## config.mk

```make
export PLATFORM = sky130hd
export DESIGN_NAME = restoring_divider_16by8_flat
export DESIGN_NICKNAME = d
export VERILOG_FILES = /design/src/rtl/restoring_divider_16by8_if.sv /design/src/rtl/restoring_divider_16by8.sv /design/src/flat_wrapper.sv
export SDC_FILE = /design/constraint.sdc
export NUM_CORES = 1
export LEC_CHECK = 0
export CAP_MARGIN = 25
export CORE_ASPECT_RATIO = 0.7
export CORE_MARGIN = 2
export CORE_UTILIZATION = 54
export CTS_CLUSTER_SIZE = 25
export DETAILED_ROUTE_END_ITERATION = 8
export PLACE_DENSITY = 0.92
export SYNTH_ARGS = -nofsm -noshare
export SYNTH_HDL_FRONTEND = slang
export SYNTH_SLANG_ARGS = --single-unit
```

## constraint.sdc

```tcl
create_clock -name clk -period 4.3 [get_ports clk]
set_input_delay 0.645 -clock clk [delete_from_list [all_inputs] [get_ports clk]]
set_output_delay 0.645 -clock clk [all_outputs]
set_load 0.05 [all_outputs]
```

## src/rtl/restoring_divider_16by8_if.sv

```systemverilog
// rtl/restoring_divider_16by8_if.sv - request/result bundle for the 16/8 restoring divider
interface restoring_divider_16by8_if;
    logic        start;
    logic [15:0] dividend;
    logic [7:0]  divisor;
    logic [7:0]  quotient;
    logic [7:0]  remainder;
    logic        err;
    logic        busy;
    logic        done;

    modport master (
        output start, dividend, divisor,
        input  quotient, remainder, err, busy, done
    );

    modport slave (
        input  start, dividend, divisor,
        output quotient, remainder, err, busy, done
    );
endinterface

```

## src/rtl/restoring_divider_16by8.sv

```systemverilog
// rtl/restoring_divider_16by8.sv - 16/8 unsigned restoring divider, one quotient bit per clock
// Optional macro DIV_EARLY_ERR_EN: error operations finish after a single RUN cycle.
module restoring_divider_16by8 (
    input  logic                           clk,
    input  logic                           rst,
    restoring_divider_16by8_if.slave       bus
);
`ifdef DIV_EARLY_ERR_EN
    localparam logic EarlyErr = 1'b1;
`else
    localparam logic EarlyErr = 1'b0;
`endif

    typedef enum logic [1:0] {
        IDLE = 2'd0,
        RUN  = 2'd1,
        DONE = 2'd2
    } state_t;

    state_t      state_q, state_d;
    logic [15:0] acc_q, acc_d;
    logic [7:0]  divisor_q, divisor_d;
    logic [2:0]  cnt_q, cnt_d;
    logic        err_pend_q, err_pend_d;
    logic [7:0]  quot_q, quot_d;
    logic [7:0]  rem_q, rem_d;
    logic        err_q, err_d;

    logic [8:0]  shifted;
    logic [9:0]  trial;
    logic        borrow;
    logic [15:0] acc_step;
    logic        last_iter;
    logic        accept;

    // acc_q holds {partial remainder, remaining dividend bits / quotient bits so far}
    always_comb begin
        shifted  = {acc_q[15:8], acc_q[7]};
        trial    = {1'b0, shifted} - {2'b00, divisor_q};
        borrow   = trial[9];
        acc_step = borrow ? {shifted[7:0], acc_q[6:0], 1'b0}
                          : {trial[7:0],   acc_q[6:0], 1'b1};
    end

    always_comb begin
        state_d    = state_q;
        acc_d      = acc_q;
        divisor_d  = divisor_q;
        cnt_d      = cnt_q;
        err_pend_d = err_pend_q;
        quot_d     = quot_q;
        rem_d      = rem_q;
        err_d      = err_q;
        accept     = 1'b0;
        last_iter  = (cnt_q == 3'd7) || (EarlyErr && err_pend_q);

        case (state_q)
            IDLE: accept = bus.start;
            DONE: begin
                accept  = bus.start;
                state_d = IDLE;
            end
            RUN: begin
                cnt_d = cnt_q + 3'd1;
                // Error operations leave acc untouched so the low dividend byte survives as remainder
                if (!err_pend_q) begin
                    acc_d = acc_step;
                end
                if (last_iter) begin
                    state_d = DONE;
                    quot_d  = err_pend_q ? 8'hFF : acc_d[7:0];
                    rem_d   = err_pend_q ? acc_d[7:0] : acc_d[15:8];
                    err_d   = err_pend_q;
                end
            end
            default: state_d = IDLE;
        endcase

        if (accept) begin
            state_d    = RUN;
            acc_d      = bus.dividend;
            divisor_d  = bus.divisor;
            cnt_d      = 3'd0;
            err_pend_d = (bus.divisor == 8'd0) || (bus.dividend[15:8] >= bus.divisor);
        end
    end

    always_ff @(posedge clk) begin
        if (rst) begin
            state_q    <= IDLE;
            acc_q      <= 16'd0;
            divisor_q  <= 8'd0;
            cnt_q      <= 3'd0;
            err_pend_q <= 1'b0;
            quot_q     <= 8'd0;
            rem_q      <= 8'd0;
            err_q      <= 1'b0;
        end else begin
            state_q    <= state_d;
            acc_q      <= acc_d;
            divisor_q  <= divisor_d;
            cnt_q      <= cnt_d;
            err_pend_q <= err_pend_d;
            quot_q     <= quot_d;
            rem_q      <= rem_d;
            err_q      <= err_d;
        end
    end

    assign bus.quotient  = quot_q;
    assign bus.remainder = rem_q;
    assign bus.err       = err_q;
    assign bus.busy      = (state_q == RUN);
    assign bus.done      = (state_q == DONE);
endmodule

```

## src/flat_wrapper.sv

```systemverilog
// flat-port wrapper written by rule: the top's interface ports become plain ports
module restoring_divider_16by8_flat 
  (clk, rst, bus_start, bus_dividend, bus_divisor, bus_quotient, bus_remainder, bus_err, bus_busy, bus_done);
  restoring_divider_16by8_if bus_i ();
  input  logic clk;
  input  logic rst;
  input wire logic [$bits(bus_i.start)-1:0] bus_start;
  input wire logic [$bits(bus_i.dividend)-1:0] bus_dividend;
  input wire logic [$bits(bus_i.divisor)-1:0] bus_divisor;
  output wire logic [$bits(bus_i.quotient)-1:0] bus_quotient;
  output wire logic [$bits(bus_i.remainder)-1:0] bus_remainder;
  output wire logic [$bits(bus_i.err)-1:0] bus_err;
  output wire logic [$bits(bus_i.busy)-1:0] bus_busy;
  output wire logic [$bits(bus_i.done)-1:0] bus_done;
  assign bus_i.start = bus_start;
  assign bus_i.dividend = bus_dividend;
  assign bus_i.divisor = bus_divisor;
  assign bus_quotient = bus_i.quotient;
  assign bus_remainder = bus_i.remainder;
  assign bus_err = bus_i.err;
  assign bus_busy = bus_i.busy;
  assign bus_done = bus_i.done;
  restoring_divider_16by8 u_core (.clk(clk), .rst(rst), .bus(bus_i));
endmodule
```

==> insert_results.sql, run 1 <==
INSERT INTO impl_metrics (metric_group, metric, value, unit) VALUES
('status', 'outcome', 'complete, no violations', ''),
('final_layout', 'nets', '405', ''),
('timing', 'finalHoldWorstSlack', '458', 'ps'),
('floorplanning', 'placeableCoreArea', '4450', 'um^2'),
('synthesis', 'mappedNetlistArea', '2580', 'um^2'),
('synthesis', 'synth.lib_cells_used.distinct', '39', ''),
('power', 'cellLeakagePower', '1.27', 'nW'),
('floorplanning', 'start_util', '0.578', ''),
('grt', 'grt.total_usage', '0.268', ''),
('floorplanning', 'rows', '20', ''),
('routing', 'drc_errors', '0', ''),
('grt', 'antenna_found_initial', '0', ''),
('place', 'gpl.final_weighted_congestion', '1.02', ''),
('critical_path', 'critical_path.top_delay_family', 'buffers and inverters', ''),
('final_layout', 'num_antenna_cells', '0', ''),
('timing', 'layout_worst_path_cycle_share', '0.653', ''),
('cts', 'h-tree-depth', '2', ''),
('final_layout', 'layout-drive-gt1-share', '0.0474', ''),
('synthesis', 'synthArstFlopShare', '0', ''),
('final_layout', 'area_of_all_placed_cells_without_fillers', '3140', 'um^2'),
('timing', 'maxSlewViolCount', '0', ''),
('synthesis', 'yosys-top-cells-area', 'sky130_fd_sc_hd__dfxtp_1, sky130_fd_sc_hd__ha_1, sky130_fd_sc_hd__nor2_1', ''),
('place', 'place_ws', '1860', 'ps'),
('critical_path', 'critical_path.startpoint', 'u_core.state_q[1]$_SDFFE_PP0P_', ''),
('synthesis', 'synth_ff_type', 'sky130_fd_sc_hd__dfxtp_1', ''),
('job', 'timing.max_cap.violations', '0', ''),
('critical_path', 'critical-path-slowest-cell', 'sky130_fd_sc_hd__clkdlybuf4s50_1', ''),
('timing', 'min_period', '2810', 'ps'),
('place', 'place_area', '3060', 'um^2'),
('critical_path', 'cp.arrival', '2160', 'ps'),
('synthesis', 'ys.warnings.count', '0', ''),
('timing', 'rsz0062_at_grt', 'false', ''),
('critical_path', 'stage_delay_of_the_slowest_cell_on_the_critical_path', '890', 'ps'),
('final_layout', 'area.growth.synth_to_final', '22.0', '%'),
('final_layout', 'fill_cells', '352', ''),
('worst_hold_path', 'hold_start', 'u_core.divisor_q[7]$_SDFFE_PP0P_', ''),
('timing', 'finalSetupViolations', '0', ''),
('final_layout', 'layout_commonest_cell', 'sky130_fd_sc_hd__dfxtp_1', ''),
('cts', 'clock_tree.root_cell', 'sky130_fd_sc_hd__clkbuf_8', ''),
('synthesis', 'post_synth.cell_area_avg', '8.03', 'um^2'),
('critical_path', 'critical_path.cell_chain', 'nand2b_1, inv_1, clkdlybuf4s50_1', ''),
('grt', 'globalRoute.totalOverflow', '0', ''),
('floorplanning', 'die_y', '61.8', 'um'),
('critical_path', 'type_of_element_launching_the_critical_path', 'flop', ''),
('floorplanning', 'io-pin-count', '46', ''),
('place', 'post_detail_place_hpwl', '4.81', 'mm'),
('routing', 'vias_per_cell', '6.08', ''),
('timing', 'timing.fmax', '356', 'MHz'),
('synthesis', 'synthDominantCellAreaShare', '0.365', ''),
('grt', 'grt_pass1_wl', '11.0', 'mm'),
('power', 'vdd_ir_drop_max', '231', 'uV'),
('synthesis', 'synth.yosys.seq_area_share', '0.365', ''),
('synthesis', 'postSynthCellCount', '321', ''),
('routing', 'postRouteWirelength', '6.69', 'mm'),
('routing', 'vias', '2518', ''),
('cts', 'insertion_delay', '310', 'ps'),
('cts', 'worst_setup_hold_path_clk_slew', '80', 'ps'),
('routing', 'detail_route.iter0.violations', '351', ''),
('routing', 'drt.antenna.violating_nets', '0', ''),
('timing', 'finalClockSkew', '8.32', 'ps'),
('synthesis', 'postSynthNetCount', '367', ''),
('cts', 'clock-sinks', '47', ''),
('cts', 'post_cts_resize_count', '0', ''),
('critical_path', 'endpoint_type_of_the_worst_setup_path', 'output port', ''),
('cts', 'post-cts-setup-buffers', '0', ''),
('floorplanning', 'die_area', '5350', 'um^2'),
('timing', 'timing.slew.headroom', '0.389', ''),
('synthesis', 'synth.ff_latch_count', '47', ''),
('final_layout', 'final_util', '0.706', ''),
('power', 'power_density', '361', 'nW/um^2'),
('timing', 'total_negative_setup_slacks', '0', 'ps');
registers in the layout (all words and copies together) (netlist names):
name / cells
u_core.acc_q: 16
u_core.bus.err: 1
u_core.bus.quotient: 8
u_core.bus.remainder: 8
u_core.cnt_q: 3
u_core.divisor_q: 8
u_core.err_pend_q: 1
u_core.state_q: 2
cell usage after synthesis (3+ instances only):
| cell | n |
|---|---|
| sky130_fd_sc_hd__dfxtp_1 | 47 |
| sky130_fd_sc_hd__nor2_1 | 43 |
| sky130_fd_sc_hd__nand2_1 | 32 |
| sky130_fd_sc_hd__a21oi_1 | 27 |
| sky130_fd_sc_hd__nor3_1 | 22 |
| sky130_fd_sc_hd__inv_1 | 19 |
| sky130_fd_sc_hd__ha_1 | 18 |
| sky130_fd_sc_hd__clkbuf_1 | 16 |
| sky130_fd_sc_hd__o21ai_0 | 11 |
| sky130_fd_sc_hd__mux2i_1 | 10 |
| sky130_fd_sc_hd__nor4_1 | 9 |
| sky130_fd_sc_hd__nand2b_1 | 6 |
| sky130_fd_sc_hd__nor2b_1 | 6 |
| sky130_fd_sc_hd__o22ai_1 | 6 |
| sky130_fd_sc_hd__a211oi_1 | 5 |
| sky130_fd_sc_hd__a211oi_2 | 4 |
| sky130_fd_sc_hd__a221oi_1 | 4 |
| sky130_fd_sc_hd__and3_1 | 4 |
| sky130_fd_sc_hd__xnor2_1 | 4 |
| sky130_fd_sc_hd__o21a_1 | 3 |
per-stage QoR:
step                      instances  total power [mW]
final                           414              1.13
after global routing            414              1.19
after CTS                       414              1.12
after detailed placement        407             0.853
after global placement          407             0.841
after floorplan                 321             0.754
final cells by class:
| cell class | count | area (um^2) | share of cell area |
|---|---|---|---|
| multi-input combinational | 237 | 1500 | 0.476 |
| sequential | 47 | 941 | 0.299 |
| clock inverter | 1 | 5.00 | 0.00159 |
| clock buffer | 6 | 82.6 | 0.0263 |
| inverter | 19 | 71.3 | 0.0227 |
| tap | 55 | 68.8 | 0.0219 |
| timing repair buffer | 49 | 480 | 0.153 |
path summary, 6_finish.rpt:
path	end	slack (ps)	cells after the start
max	bus_busy	1490	3
min	u_core.divisor_q[7]$_SDFFE_PP0P_	460	2
max reg2reg	u_core.acc_q[14]$_SDFFE_PP0P_	1800	8
min reg2reg	u_core.divisor_q[7]$_SDFFE_PP0P_	460	2
layer usage:
| layer | up-vias | routed length (um) | track usage |
|---|---|---|---|
| met5 | - | 0 | 0.0364 |
| met4 | 0 | 119 | 0.0938 |
| met3 | 19 | 595 | 0.0568 |
| met2 | 132 | 2890 | 0.415 |
| met1 | 1164 | 3090 | 0.372 |
| li1 | 1203 | - | - |
cell families (layout without fill, tap and decap cells):
| logic type | Yosys count | in the layout | synth area share |
|---|---|---|---|
| AOI/OAI and AO/OA | 77 | 77 | 0.208 |
| buffers and inverters | 37 | 75 | 0.0544 |
| adders and majority gates | 19 | 19 | 0.0952 |
| DFF | 47 | 47 | 0.365 |
| and+or+nand+nor | 127 | 127 | 0.225 |
| xor gates and xnor gates | 4 | 4 | 0.0136 |
| muxes | 10 | 10 | 0.0389 |
report_power, final:
part	switching [mW]	total (mW)	internal, mW
Combinational	0.213	0.370	0.156
Sequential	0.0275	0.489	0.462
Clock	0.149	0.275	0.126
worst reg2reg max path: cells and delay by family (launching register included):
family          cells  cell delay, ps
buf+inv             1              50
compound gates      5            1330
simple gates        1             300
flops               1             340
fa+ha+maj           1             340
No activity file was read; power rests on OpenSTA's default activity.
==> inputs of run 2 (changes only) <==
--- a/config.mk
+++ b/config.mk
@@ -8,10 +8,10 @@
 export CAP_MARGIN = 25
 export CORE_ASPECT_RATIO = 0.7
 export CORE_MARGIN = 2
-export CORE_UTILIZATION = 54
+export CORE_UTILIZATION = 53
 export CTS_CLUSTER_SIZE = 25
 export DETAILED_ROUTE_END_ITERATION = 8
-export PLACE_DENSITY = 0.92
+export PLACE_DENSITY = 0.9
 export SYNTH_ARGS = -nofsm -noshare
 export SYNTH_HDL_FRONTEND = slang
 export SYNTH_SLANG_ARGS = --single-unit
==> constraint.sdc (replaced) <==
create_clock -name clk -period 2.8 [get_ports clk]
set_input_delay 0.42 -clock clk [delete_from_list [all_inputs] [get_ports clk]]
set_output_delay 0.42 -clock clk [all_outputs]
set_load 0.05 [all_outputs]
==> run 2 against run 1 <==
  * Final cell count rose by 1.7%
  * Combinational power rose by 54%
  * Setup slack got worse by 1200 ps
  * Register-to-register slack got worse by 1300 ps
  * Clock-buffer cell count did not move
  * Flip-flop and latch count did not move
  * Non-clock buffer count rose by 4
  * Design area rose by 2.5%
  * Routed wire length rose by 1.4%
  * Clock skew fell by 0.80 ps
  * Global-route usage fell by 0.77 points
  * Sequential power rose by 54%
  * Largest power group unchanged
==> insert_results.sql, run 2 (same netlist as run 1, synthesis figures left out) <==
INSERT INTO impl_metrics (metric_group, metric, value, unit) VALUES
('status', 'outcome', 'complete, no violations', ''),
('power', 'proportion_of_total_power_due_to_net_switching', '0.317', ''),
('timing', 'finalSetupViolations', '0', ''),
('grt', 'grt.total_usage', '0.260', ''),
('grt', 'grt_max_degree', '33', ''),
('cts', 'tritoncts', 'built', ''),
('power', 'internal-power', '1.31', 'mW'),
('critical_path', 'type_of_element_launching_the_critical_path', 'flop', ''),
('routing', 'dr.pass1.iters', '6', ''),
('routing', 'postRouteWirelength', '6.79', 'mm'),
('timing', 'timing_worst_slew_pin_value', '627', 'ps'),
('timing', 'finalClockSkew', '7.53', 'ps'),
('critical_path', 'cp.arrival', '2050', 'ps'),
('timing', 'timing.slew.headroom', '0.582', ''),
('final_layout', 'area_of_all_placed_cells_without_fillers', '3220', 'um^2'),
('final_layout', 'layout_commonest_cell', 'sky130_fd_sc_hd__dfxtp_1', ''),
('cts', 'worst_setup_hold_path_clk_slew', '90', 'ps'),
('final_layout', 'area.growth.synth_to_final', '25.1', '%'),
('grt', 'grt_pass1_wl', '11.4', 'mm'),
('timing', 'total_negative_setup_slacks', '0', 'ps'),
('routing', 'vias_per_cell', '5.97', ''),
('place', 'gpl.final_weighted_congestion', '0.917', ''),
('floorplanning', 'io-pin-count', '46', ''),
('final_layout', 'nets', '409', ''),
('power', 'vdd_ir_drop_max', '317', 'uV'),
('floorplanning', 'start_util', '0.545', ''),
('critical_path', 'cp_data_required_time', '2380', 'ps'),
('cts', 'clock_tree.root_cell', 'sky130_fd_sc_hd__clkbuf_8', ''),
('power', 'p_total', '1.92', 'mW'),
('timing', 'rsz0062_at_grt', 'false', ''),
('grt', 'antenna_found_initial', '0', ''),
('timing', 'maxSlewViolCount', '0', ''),
('place', 'place.port_buffers', '45', ''),
('power', 'pwr-share-clk', '0.310', ''),
('cts', 'clock-sinks', '47', ''),
('cts', 'holdBufCountCts', '0', ''),
('routing', 'drc_errors', '0', ''),
('cts', 'h-tree-depth', '2', ''),
('floorplanning', 'rows', '21', ''),
('critical_path', 'critPathKind', 'reg2out', ''),
('routing', 'route.detailed.wl_per_inst', '16.1', 'um'),
('cts', 'post_cts_resize_count', '0', ''),
('routing', 'drt.antenna.violating_nets', '0', ''),
('final_layout', 'final_cell_mix', 'sky130_fd_sc_hd__dfxtp_1, sky130_fd_sc_hd__clkdlybuf4s50_1, sky130_fd_sc_hd__nor2_1, sky130_fd_sc_hd__nand2_1, sky130_fd_sc_hd__a21oi_1', ''),
('worst_hold_path', 'min_delay_path_depth', '2', ''),
('cts', 'clock_tree.buffer_depth', '2', ''),
('cts', 'numCtsBuffers', '5', ''),
('critical_path', 'endpoint_type_of_the_worst_setup_path', 'output port', ''),
('final_layout', 'largest_register_by_flop_count', 'u_core.acc_q', ''),
('place', 'post_detail_place_hpwl', '4.81', 'mm'),
('timing', 'timing.final.hold_violations', '0', ''),
('timing', 'layout_worst_path_cycle_share', '0.884', ''),
('floorplanning', 'placeableCoreArea', '4730', 'um^2'),
('power', 'switching_power', '0.608', 'mW'),
('power', 'pwr-share-comb', '0.298', ''),
('routing', 'vias', '2512', ''),
('place', 'place_area', '3090', 'um^2'),
('floorplanning', 'die_width', '87.3', 'um'),
('grt', 'globalRoute.totalOverflow', '0', ''),
('critical_path', 'reg2reg_depth', '8', ''),
('final_layout', 'num_antenna_cells', '0', ''),
('final_layout', 'fill_cells', '396', ''),
('power', 'power.sequential.fraction', '0.393', ''),
('final_layout', 'number_of_flip_flops_in_the_largest_register', '16', ''),
('power', 'cellLeakagePower', '1.30', 'nW'),
('cts', 'insertion_delay', '300', 'ps'),
('cts', 'post-cts-setup-buffers', '0', ''),
('floorplanning', 'die_y', '62.3', 'um'),
('timing', 'timing.fmax', '404', 'MHz'),
('grt', 'first_global_vias', '2443', ''),
('final_layout', 'layout-drive-gt1-share', '0.0577', ''),
('power', 'power_density', '596', 'nW/um^2'),
('job', 'timing.max_cap.violations', '0', ''),
('routing', 'detail_route.iter0.violations', '275', ''),
('floorplanning', 'die_area', '5440', 'um^2'),
('worst_hold_path', 'worstHoldPathType', 'reg2reg', ''),
('timing', 'min_period', '2470', 'ps'),
('critical_path', 'largest_driver_fanout_on_the_critical_path', '7', '');
-- run 2: metrics by stage --
step | hold slack, ps | std cells | setup WS [ps] | util
after floorplan | 436 | 321 | 747 | -
after global placement | 442 | 413 | 604 | 0.653
after detailed placement | 447 | 413 | 519 | 0.653
after CTS | 460 | 421 | 356 | 0.681
after global routing | 497 | 421 | 249 | 0.681
final | 461 | 421 | 325 | 0.681
-- run 2: area by class of cell --
cell class | count | area (um^2) | area share
Clock buffer | 6 | 72.6 | 0.0225
Multi-Input combinational cell | 237 | 1500 | 0.464
Clock inverter | 2 | 60.1 | 0.0186
Tap cell | 57 | 71.3 | 0.0221
Sequential cell | 47 | 941 | 0.292
Timing Repair Buffer | 53 | 510 | 0.158
Inverter | 19 | 71.3 | 0.0221
-- run 2: worst max-delay path: stages (launching register included) --
cell and delay (ps):
sky130_fd_sc_hd__dfxtp_1 320, sky130_fd_sc_hd__nand2b_1 280, sky130_fd_sc_hd__inv_1 300, sky130_fd_sc_hd__clkdlybuf4s50_1 860
-- run 2: path summary, 6_finish.rpt --
check	startpoint	to	slack [ps]
max reg2reg	u_core.divisor_q[4]$_SDFFE_PP0P_	u_core.bus.remainder[2]$_SDFFE_PP0P_	460
max	u_core.state_q[1]$_SDFFE_PP0P_	bus_busy	330
min	u_core.divisor_q[2]$_SDFFE_PP0P_	u_core.divisor_q[2]$_SDFFE_PP0P_	460
min reg2reg	u_core.divisor_q[2]$_SDFFE_PP0P_	u_core.divisor_q[2]$_SDFFE_PP0P_	460
-- run 2: power groups by stage --
stage / Sequential, mW / Combinational (mW) / Clock [mW]
2_1_floorplan: 0.752 / 0.405 / 0
3_3_place_gp: 0.764 / 0.531 / 0
3_5_place_dp: 0.765 / 0.551 / 0
4_1_cts: 0.750 / 0.558 / 0.593
5_1_grt: 0.758 / 0.622 / 0.617
6_report: 0.754 / 0.571 / 0.594
-- run 2: layer usage --
| metal | part of all wire | vias up | global-route usage | routed length (um) |
|---|---|---|---|---|
| met5 | 0 | - | 0 | 0 |
| met4 | 0.018 | 0 | 0.0673 | 125 |
| met3 | 0.082 | 18 | 0.0559 | 554 |
| met2 | 0.43 | 125 | 0.389 | 2930 |
| met1 | 0.47 | 1147 | 0.379 | 3170 |
| li1 | - | 1222 | - | - |
